### src/rtl/alu_ctrl_pkg.sv
// Shared ALU control definitions: sequencer state encoding, frame opcodes and
// ALU function codes used by the sequencer, the ALU and the bench.
package alu_ctrl_pkg;

    typedef enum logic [2:0] {
        StIdle,
        StGetA,
        StGetB,
        StGetFun,
        StIssue,
        StWait,
        StSend
    } seq_state_e;

    localparam logic [7:0] OpcFull = 8'hCC;
    localparam logic [7:0] OpcFun  = 8'hDD;

    localparam logic [3:0] FunAdd = 4'b0000;
    localparam logic [3:0] FunSub = 4'b0001;
    localparam logic [3:0] FunAnd = 4'b0010;
    localparam logic [3:0] FunOr  = 4'b0011;
    localparam logic [3:0] FunXor = 4'b0100;
    localparam logic [3:0] FunNot = 4'b0101;
    localparam logic [3:0] FunShr = 4'b1101;
    localparam logic [3:0] FunShl = 4'b1110;
    // The ALU never raises valid for this code; the sequencer times out.
    localparam logic [3:0] FunNop = 4'b1111;

endpackage

### src/rtl/alu_cmd_timeout.sv
// WAIT-state cycle counter with terminal-count detect for the ALU sequencer.
module alu_cmd_timeout #(
    parameter int unsigned WAIT_MAX = 2
) (
    input  logic CLK,
    input  logic RST,
    input  logic clr,
    input  logic en,
    output logic expired
);

    localparam int unsigned CntW = (WAIT_MAX > 1) ? $clog2(WAIT_MAX) : 1;

    logic [CntW-1:0] cnt_q;

    assign expired = (cnt_q == CntW'(WAIT_MAX - 1));

    always_ff @(posedge CLK) begin
        if (RST || clr) begin
            cnt_q <= '0;
        end else if (en && !expired) begin
            cnt_q <= cnt_q + 1'b1;
        end
    end

endmodule

### src/rtl/alu_cmd_sequencer.sv
// Byte-stream command sequencer: parses ALU frames, pulses ALU_EN once per
// well-formed frame and returns the result (or a timeout) over a TX handshake.
module alu_cmd_sequencer
    import alu_ctrl_pkg::*;
#(
    parameter int unsigned              DATA_WIDTH = 8,
    parameter int unsigned              FUN_WIDTH  = 4,
    parameter int unsigned              WAIT_MAX   = 2,
    parameter logic [DATA_WIDTH-1:0]    CMD_FULL   = DATA_WIDTH'(OpcFull),
    parameter logic [DATA_WIDTH-1:0]    CMD_FUN    = DATA_WIDTH'(OpcFun)
) (
    input  logic                  CLK,
    input  logic                  RST,
    input  logic [DATA_WIDTH-1:0] RX_DATA,
    input  logic                  RX_VALID,
    output logic                  RX_READY,
    output logic [DATA_WIDTH-1:0] ALU_A,
    output logic [DATA_WIDTH-1:0] ALU_B,
    output logic [FUN_WIDTH-1:0]  ALU_FUN,
    output logic                  ALU_EN,
    input  logic [DATA_WIDTH-1:0] ALU_OUT,
    input  logic                  ALU_OUT_VALID,
    output logic [DATA_WIDTH-1:0] TX_DATA,
    output logic                  TX_ERR,
    output logic                  TX_VALID,
    input  logic                  TX_READY,
    output logic                  FRAME_ERR,
    output logic                  BUSY
);

    seq_state_e            state_q;
    logic [DATA_WIDTH-1:0] a_q, b_q, tx_data_q;
    logic [FUN_WIDTH-1:0]  fun_q;
    logic                  alu_en_q, tx_err_q, tx_valid_q, frame_err_q;
    logic                  rx_fire, tmo_expired;

    always_comb begin
        RX_READY = 1'b0;
        unique case (state_q)
            StIdle, StGetA, StGetB, StGetFun: RX_READY = 1'b1;
            default:                          RX_READY = 1'b0;
        endcase
    end

    assign BUSY    = (state_q != StIdle);
    assign rx_fire = RX_VALID && RX_READY;

    alu_cmd_timeout #(
        .WAIT_MAX (WAIT_MAX)
    ) u_timeout (
        .CLK     (CLK),
        .RST     (RST),
        .clr     (state_q == StIssue),
        .en      (state_q == StWait),
        .expired (tmo_expired)
    );

    always_ff @(posedge CLK) begin
        if (RST) begin
            state_q     <= StIdle;
            a_q         <= '0;
            b_q         <= '0;
            fun_q       <= '0;
            tx_data_q   <= '0;
            tx_err_q    <= 1'b0;
            tx_valid_q  <= 1'b0;
            alu_en_q    <= 1'b0;
            frame_err_q <= 1'b0;
        end else begin
            alu_en_q    <= 1'b0;
            frame_err_q <= 1'b0;
            unique case (state_q)
                StIdle: begin
                    if (rx_fire) begin
                        if (RX_DATA == CMD_FULL) begin
                            state_q <= StGetA;
                        end else if (RX_DATA == CMD_FUN) begin
                            state_q <= StGetFun;
                        end else begin
                            frame_err_q <= 1'b1;
                        end
                    end
                end
                StGetA: begin
                    if (rx_fire) begin
                        a_q     <= RX_DATA;
                        state_q <= StGetB;
                    end
                end
                StGetB: begin
                    if (rx_fire) begin
                        b_q     <= RX_DATA;
                        state_q <= StGetFun;
                    end
                end
                StGetFun: begin
                    if (rx_fire) begin
                        fun_q    <= RX_DATA[FUN_WIDTH-1:0];
                        alu_en_q <= 1'b1;  // registered so it is high exactly during ISSUE
                        state_q  <= StIssue;
                    end
                end
                StIssue: begin
                    state_q <= StWait;
                end
                StWait: begin
                    if (ALU_OUT_VALID) begin
                        tx_data_q  <= ALU_OUT;
                        tx_err_q   <= 1'b0;
                        tx_valid_q <= 1'b1;
                        state_q    <= StSend;
                    end else if (tmo_expired) begin
                        tx_data_q  <= '0;
                        tx_err_q   <= 1'b1;
                        tx_valid_q <= 1'b1;
                        state_q    <= StSend;
                    end
                end
                StSend: begin
                    if (TX_READY) begin
                        tx_valid_q <= 1'b0;
                        state_q    <= StIdle;
                    end
                end
                default: begin
                    state_q <= StIdle;
                end
            endcase
        end
    end

    assign ALU_A     = a_q;
    assign ALU_B     = b_q;
    assign ALU_FUN   = fun_q;
    assign ALU_EN    = alu_en_q;
    assign TX_DATA   = tx_data_q;
    assign TX_ERR    = tx_err_q;
    assign TX_VALID  = tx_valid_q;
    assign FRAME_ERR = frame_err_q;

endmodule

### config.mk
export PLATFORM = sky130hd
export DESIGN_NAME = alu_cmd_sequencer
export DESIGN_NICKNAME = d
export VERILOG_FILES = /design/src/rtl/alu_ctrl_pkg.sv /design/src/rtl/alu_cmd_timeout.sv /design/src/rtl/alu_cmd_sequencer.sv
export SDC_FILE = /design/constraint.sdc
export NUM_CORES = 1
export LEC_CHECK = 0
export CAP_MARGIN = 10
export CORE_AREA = 2 2 66 68
export CTS_BUF_LIST = sky130_fd_sc_hd__clkbuf_4 sky130_fd_sc_hd__clkbuf_8 sky130_fd_sc_hd__clkbuf_16
export DETAILED_ROUTE_END_ITERATION = 12
export DIE_AREA = 0 0 68 70
export GPL_ROUTABILITY_DRIVEN = 0
export PLACE_DENSITY = 0.67
export SLEW_MARGIN = 20
export SYNTH_ARGS = -nofsm -noshare
export SYNTH_HDL_FRONTEND = slang
export SYNTH_SLANG_ARGS = --single-unit
### constraint.sdc
create_clock -name CLK -period 4.2 [get_ports CLK]
set_input_delay 0.42 -clock CLK [delete_from_list [all_inputs] [get_ports CLK]]
set_output_delay 0.42 -clock CLK [all_outputs]
set_load 0.05 [all_outputs]
==> results.sh, run 1 <==
export IMPL_holdCritPathClass="reg2reg"
export IMPL_reg2reg_slack_ps=2560
export IMPL_synth_seq_area_share_pct=50.4
export IMPL_p_leak_uw=0.000749
export IMPL_antennaDiodeCount=0
export IMPL_synthMuxAreaShare_pct=9.11
export IMPL_synthAdderAreaFrac_pct=0
export IMPL_synth_seq_cells=36
export IMPL_clock_skew_ps=2.84
export IMPL_power_density_nw_per_um2=358
export IMPL_reg2reg_from="state_q[2]"
export IMPL_clockRootBuffer="clkbuf_8"
export IMPL_clock_path_buffers=2
export IMPL_antenna_found_initial=0
export IMPL_cts_tree="yes"
export IMPL_ant_nets=0
export IMPL_die_x_um=68
export IMPL_rsz0062_at_grt="no"
export IMPL_cts_resized_gates=0
export IMPL_grt_max_degree=23
export IMPL_synth_simple_area_share_pct=22.0
export IMPL_synth_area_leaders="dfxtp_1 (50%), mux2i_1 (9.1%), nor2_1 (6.3%)"
export IMPL_drt_wl_total_mm=3.28
export IMPL_final_hold_viol_count=0
export IMPL_clkLatencyLatePin_ps=280
export IMPL_synth_edf_count=0
export IMPL_dr_pass1_iters=4
export IMPL_hpwlAfterDp_mm=2.36
export IMPL_synth_top_area_share_pct=50.4
export IMPL_synth_compound_area_share_pct=13.9
export IMPL_holdPathStages=2
export IMPL_initial_core_util_pct=34.5
export IMPL_cp_max_fo=12
export IMPL_synth_top_family_by_area="simple AND/OR/NAND/NOR gates"
export IMPL_period_needed_ps=2290
export IMPL_cts_hold_buffers=0
export IMPL_ys_warn_count=0
export IMPL_tightest_slew_ps=784
export IMPL_min_to="TX_ERR"
export IMPL_cts_clk_slew_worst_paths_ps=70
export IMPL_synthXorXnorAreaFrac_pct=0.613
export IMPL_maxSlewHeadroom_pct=47.5
export IMPL_syn_area_sq_um=1430
export IMPL_cap_viol_max_count=0
export IMPL_yosysMostFrequentCell="dfxtp_1"
export IMPL_avgViaCountPerCell=4.73
export IMPL_rr_worst_depth=4
export IMPL_worstReg2RegEnd="TX_DATA[6]"
export IMPL_syn_to_final_growth_pct=48.1
export IMPL_required_ps=3780
export IMPL_drc_errors=0
export IMPL_grt_pass1_vias=1198
export IMPL_overflow=0
export IMPL_die_area_sq_um=4760
export IMPL_async_flop_share_pct=0
export IMPL_post_cts_setup_buffer_count=0
export IMPL_multi_input_area_sq_um=652
export IMPL_core_region_area_sq_um=4140
export IMPL_vias=1224
export IMPL_final_util_pct=51.1
export IMPL_die_y_um=70
export IMPL_drtIter0Drc=58
export IMPL_nNetsFinal=227
export IMPL_ff_latch_area_sq_um=721
export IMPL_critPathLaunch="state_q[1]"
export IMPL_grt_pass1_wl_mm=5.42
export IMPL_wl_per_cell_um=12.7
export IMPL_port_buffers=54
export IMPL_synthCells=152
export IMPL_critical_path_endpoint_type="output pin"
export IMPL_numCtsBuffers=5
export IMPL_fmax_mhz=437
export IMPL_start_kind="flip-flop"
export IMPL_drive_gt1_share_pct=7.25
export IMPL_yosys_area_top_type="dfxtp_1"
export IMPL_synth_avg_cell_area_sq_um=9.40
export IMPL_fin_crit_sh_pct=54.5
export IMPL_fillers=403
export IMPL_crit_type="reg2out"
export IMPL_slew_viol_final=0
export IMPL_track_usage_pct=15.3
export IMPL_setup_violations=0
export IMPL_finalPower_uw=757
export IMPL_ys_types=33
export IMPL_arrival_ps=1870
export IMPL_min_from="TX_ERR"
export IMPL_ys_top_cells_by_count="dfxtp_1 (36), nor2_1 (24), nand2_1 (20), mux2i_1 (13), a21oi_1 (10)"
export IMPL_ys_flop_type="dfxtp_1"
export IMPL_cts_sinks=36
export IMPL_outcome="completed"
export IMPL_h_tree_depth=2
export IMPL_boundaryPins=55
export IMPL_row_count=24
export IMPL_ir_worst_vdd_uv=224
export IMPL_synthesis_nets=173
export IMPL_tns_ps=0
## where the power goes
part           internal (uW)  switching [uW]
Clock                    179             127
Combinational           41.7            54.3
Sequential               348            7.70
## worst max path at each step
stage,endpoint,depth (start not counted)
after floorplan,BUSY,3
after global placement,state_q[1],4
after detailed placement,state_q[1],4
after CTS,BUSY,3
after global routing,BUSY,3
final,BUSY,3
## through the flow
step                      worst slack (ps)  hold slack (ps)  instances  area (sq um)
after floorplan                       2800              534        152          1430
after global placement                2140              447        251          2000
after detailed placement              2110              449        251          2000
after CTS                             1880              459        259          2120
after global routing                  1800              485        259          2120
final                                 1910              458        259          2120
## worst max-delay path: stages (launching register included)
cell	delay (ps)
dfxtp_1	590
nor3_1	140
inv_1	70
clkdlybuf4s50_1	790
## area by class of cell
| type | count | share of cell area (%) |
|---|---|---|
| multi-input cells | 104 | 30.8 |
| well taps | 52 | 3.08 |
| inverters | 4 | 0.710 |
| repair buffers | 55 | 25.9 |
| flip-flops and latches | 36 | 34.1 |
| clock buffers | 5 | 3.25 |
| clock inverters | 3 | 2.19 |
## state kept, by name, indices dropped and copies added (netlist names)
register	cells
ALU_EN	1
ALU_FUN	4
TX_VALID	1
ALU_B	8
state_q	3
FRAME_ERR	1
TX_ERR	1
ALU_A	8
u_timeout.expired	1
TX_DATA	8
## metal layers
| metal | routed length, um | GRT usage [%] | part of all wire [%] |
|---|---|---|---|
| met4 | 48 | 6.67 | 1.5 |
| met5 | 0 | 0 | 0 |
| met1 | 1490 | 19.5 | 46 |
| met2 | 1610 | 23.7 | 49 |
| met3 | 128 | 4.35 | 3.9 |
## cells in the final DEF (no fill, tap or decap), drive strengths merged, types with 2 or more instances in the layout
master and n:
mux2i 13, nor3 3, inv 5, nand2 20, dfxtp 36, o21ai 3
o31ai 2, a22oi 8, nand2b 3, nor2b 3, clkbuf 5, nor2 25
clkdlybuf4s50 54, a211oi 2, a211o 2, a21oi 10
## cell families (layout without fill, tap and decap cells)
family,after synthesis,count (layout)
xor+xnor,1,1
flops,36,36
simple gates,61,61
mux,13,13
compound gates,29,29
buf+inv,12,67
Power figures use the tool's default switching activity.
==> inputs of run 2 (changes only) <==
--- a/config.mk
+++ b/config.mk
@@ -11,7 +11,7 @@
 export DETAILED_ROUTE_END_ITERATION = 12
 export DIE_AREA = 0 0 68 70
 export GPL_ROUTABILITY_DRIVEN = 0
-export PLACE_DENSITY = 0.67
+export PLACE_DENSITY = 0.7
 export SLEW_MARGIN = 20
 export SYNTH_ARGS = -nofsm -noshare
 export SYNTH_HDL_FRONTEND = slang
==> constraint.sdc (replaced) <==
create_clock -name CLK -period 2.1 [get_ports CLK]
set_input_delay 0.21 -clock CLK [delete_from_list [all_inputs] [get_ports CLK]]
set_output_delay 0.21 -clock CLK [all_outputs]
set_load 0.05 [all_outputs]
==> run 2 against run 1 <==
Effect of this change:
- final cell count stayed put
- via count grew 1.6%
- clock power grew 53%
- clock skew up 5.5 ps
- non-clock buffer count grew 1
- worst hold slack worse by 3.7 ps
- first-iteration DRC count increased by 34%
- critical endpoint is now RX_READY
- largest cell class unchanged
==> results.sh, run 2 (same netlist as run 1, synthesis figures left out) <==
export IMPL_grt_pass1_wl_mm=5.32
export IMPL_slew_viol_final=0
export IMPL_clkLatencyLatePin_ps=290
export IMPL_setup_violations=0
export IMPL_boundaryPins=55
export IMPL_reg2reg_from="state_q[2]"
export IMPL_start_kind="flip-flop"
export IMPL_critPathLaunch="state_q[2]"
export IMPL_drtIter0Drc=78
export IMPL_cts_hold_buffers=0
export IMPL_numCtsBuffers=5
export IMPL_pwr_share_comb_pct=14.1
export IMPL_track_usage_pct=14.8
export IMPL_min_from="ALU_A[7]"
export IMPL_port_buffers=54
export IMPL_ant_nets=0
export IMPL_outcome="completed"
export IMPL_power_frac_clock_pct=34.0
export IMPL_p_leak_uw=0.000745
export IMPL_cp_max_fo=12
export IMPL_crit_type="reg2out"
export IMPL_cts_tree="yes"
export IMPL_power_density_nw_per_um2=657
export IMPL_cts_sinks=36
export IMPL_critical_path_endpoint_type="output pin"
export IMPL_mostFrequentLayoutCell="clkdlybuf4s50_1"
export IMPL_grt_max_degree=18
export IMPL_dr_pass1_iters=6
export IMPL_required_ps=1890
export IMPL_vias=1243
export IMPL_switchingPower_uw=353
export IMPL_clockRootBuffer="clkbuf_8"
export IMPL_arrival_ps=1620
export IMPL_die_x_um=68
export IMPL_antenna_found_initial=0
export IMPL_tns_ps=0
export IMPL_clock_skew_ps=8.31
export IMPL_rsz0062_at_grt="no"
export IMPL_h_tree_depth=2
export IMPL_drc_errors=0
export IMPL_drt_wl_total_mm=3.37
export IMPL_initial_core_util_pct=34.5
export IMPL_hpwlAfterDp_mm=2.36
export IMPL_nNetsFinal=228
export IMPL_fin_crit_sh_pct=87.3
export IMPL_cts_clk_slew_worst_paths_ps=70
export IMPL_layout_cells_most_common_list="clkdlybuf4s50_1 (53), dfxtp_1 (36), nor2_1 (24)"
export IMPL_p_int_uw=1020
export IMPL_ir_worst_vdd_uv=366
export IMPL_p_sw_share_pct=25.7
export IMPL_clock_path_buffers=2
export IMPL_cts_resized_gates=0
export IMPL_die_area_sq_um=4760
export IMPL_place_worst_setup_slack_ps=352
export IMPL_overflow=0
export IMPL_die_y_um=70
export IMPL_drive_gt1_share_pct=7.73
export IMPL_cap_viol_max_count=0
export IMPL_tightest_slew_ps=825
export IMPL_worst_slack_ps=267
export IMPL_fillers=418
export IMPL_row_count=24
export IMPL_fmax_mhz=546
export IMPL_timing_hold_ws_ps=455
export IMPL_syn_to_final_growth_pct=46.1
export IMPL_avgViaCountPerCell=4.80
export IMPL_final_hold_viol_count=0
export IMPL_wl_per_cell_um=13.0
export IMPL_antennaDiodeCount=0
export IMPL_grt_pass1_vias=1149
export IMPL_post_cts_setup_buffer_count=0
export IMPL_core_region_area_sq_um=4140
export IMPL_maxSlewHeadroom_pct=44.7
export IMPL_pwr_share_seq_pct=51.9
export IMPL_holdCritPathClass="reg2reg"
export IMPL_period_needed_ps=1830
==> run 2: metal layers <==
metal	part of all wire, %	GRT usage [%]	up-vias	wire (um)
met1	46	19.5	572	1550
met4	1.6	7.78	0	54
met3	6.4	4.03	6	215
met5	0	0	-	0
met2	46	21.7	34	1550
li1	-	-	631	-
==> run 2: layout make-up <==
cell class | instances | area [sq um] | area share (%)
clock inverter | 1 | 5.00 | 0.240
sequential | 36 | 721 | 34.5
timing repair buffer | 56 | 553 | 26.5
tap | 52 | 65.1 | 3.12
inverter | 4 | 15.0 | 0.719
multi-input combinational | 104 | 652 | 31.2
clock buffer | 6 | 76.3 | 3.66
==> run 2: path summary, 6_finish.rpt <==
path	endpoint	slack, ps	cells past startpoint
max	RX_READY	270	2
min	ALU_A[7]	450	2
max reg2reg	TX_DATA[4]	430	4
min reg2reg	ALU_A[7]	450	2
==> run 2: metrics by stage <==
stage | instance area [sq um] | power [uW] | cells | util, %
after global placement | 2010 | 919 | 252 | 48.4
after CTS | 2090 | 1390 | 259 | 50.4
final | 2090 | 1370 | 259 | 50.4
after floorplan | 1430 | 837 | 152 | -
after detailed placement | 2010 | 921 | 252 | 48.4
after global routing | 2090 | 1430 | 259 | 50.4
==> run 2: worst max-delay path, cell delays in order, from the launching register on <==
cell and delay [ps]:
dfxtp_1 560, inv_1 70, clkdlybuf4s50_1 700
==> run 2: power by group through the flow <==
stage / Clock, uW / Combinational, uW / Sequential (uW)
after floorplan: 0 / 82.2 / 755
after global placement: 0 / 192 / 727
after detailed placement: 0 / 193 / 728
after CTS: 480 / 194 / 712
after global routing: 513 / 206 / 714
final: 466 / 193 / 712
==> inputs of run 3 (changes only) <==
--- a/config.mk
+++ b/config.mk
@@ -12,6 +12,7 @@
 export DIE_AREA = 0 0 68 70
 export GPL_ROUTABILITY_DRIVEN = 0
 export PLACE_DENSITY = 0.7
+export SKIP_LAST_GASP = 1
 export SLEW_MARGIN = 20
 export SYNTH_ARGS = -nofsm -noshare
 export SYNTH_HDL_FRONTEND = slang
==> results of run 3 <==
The final DEF is identical to that of run 2; final timing and power are the same.
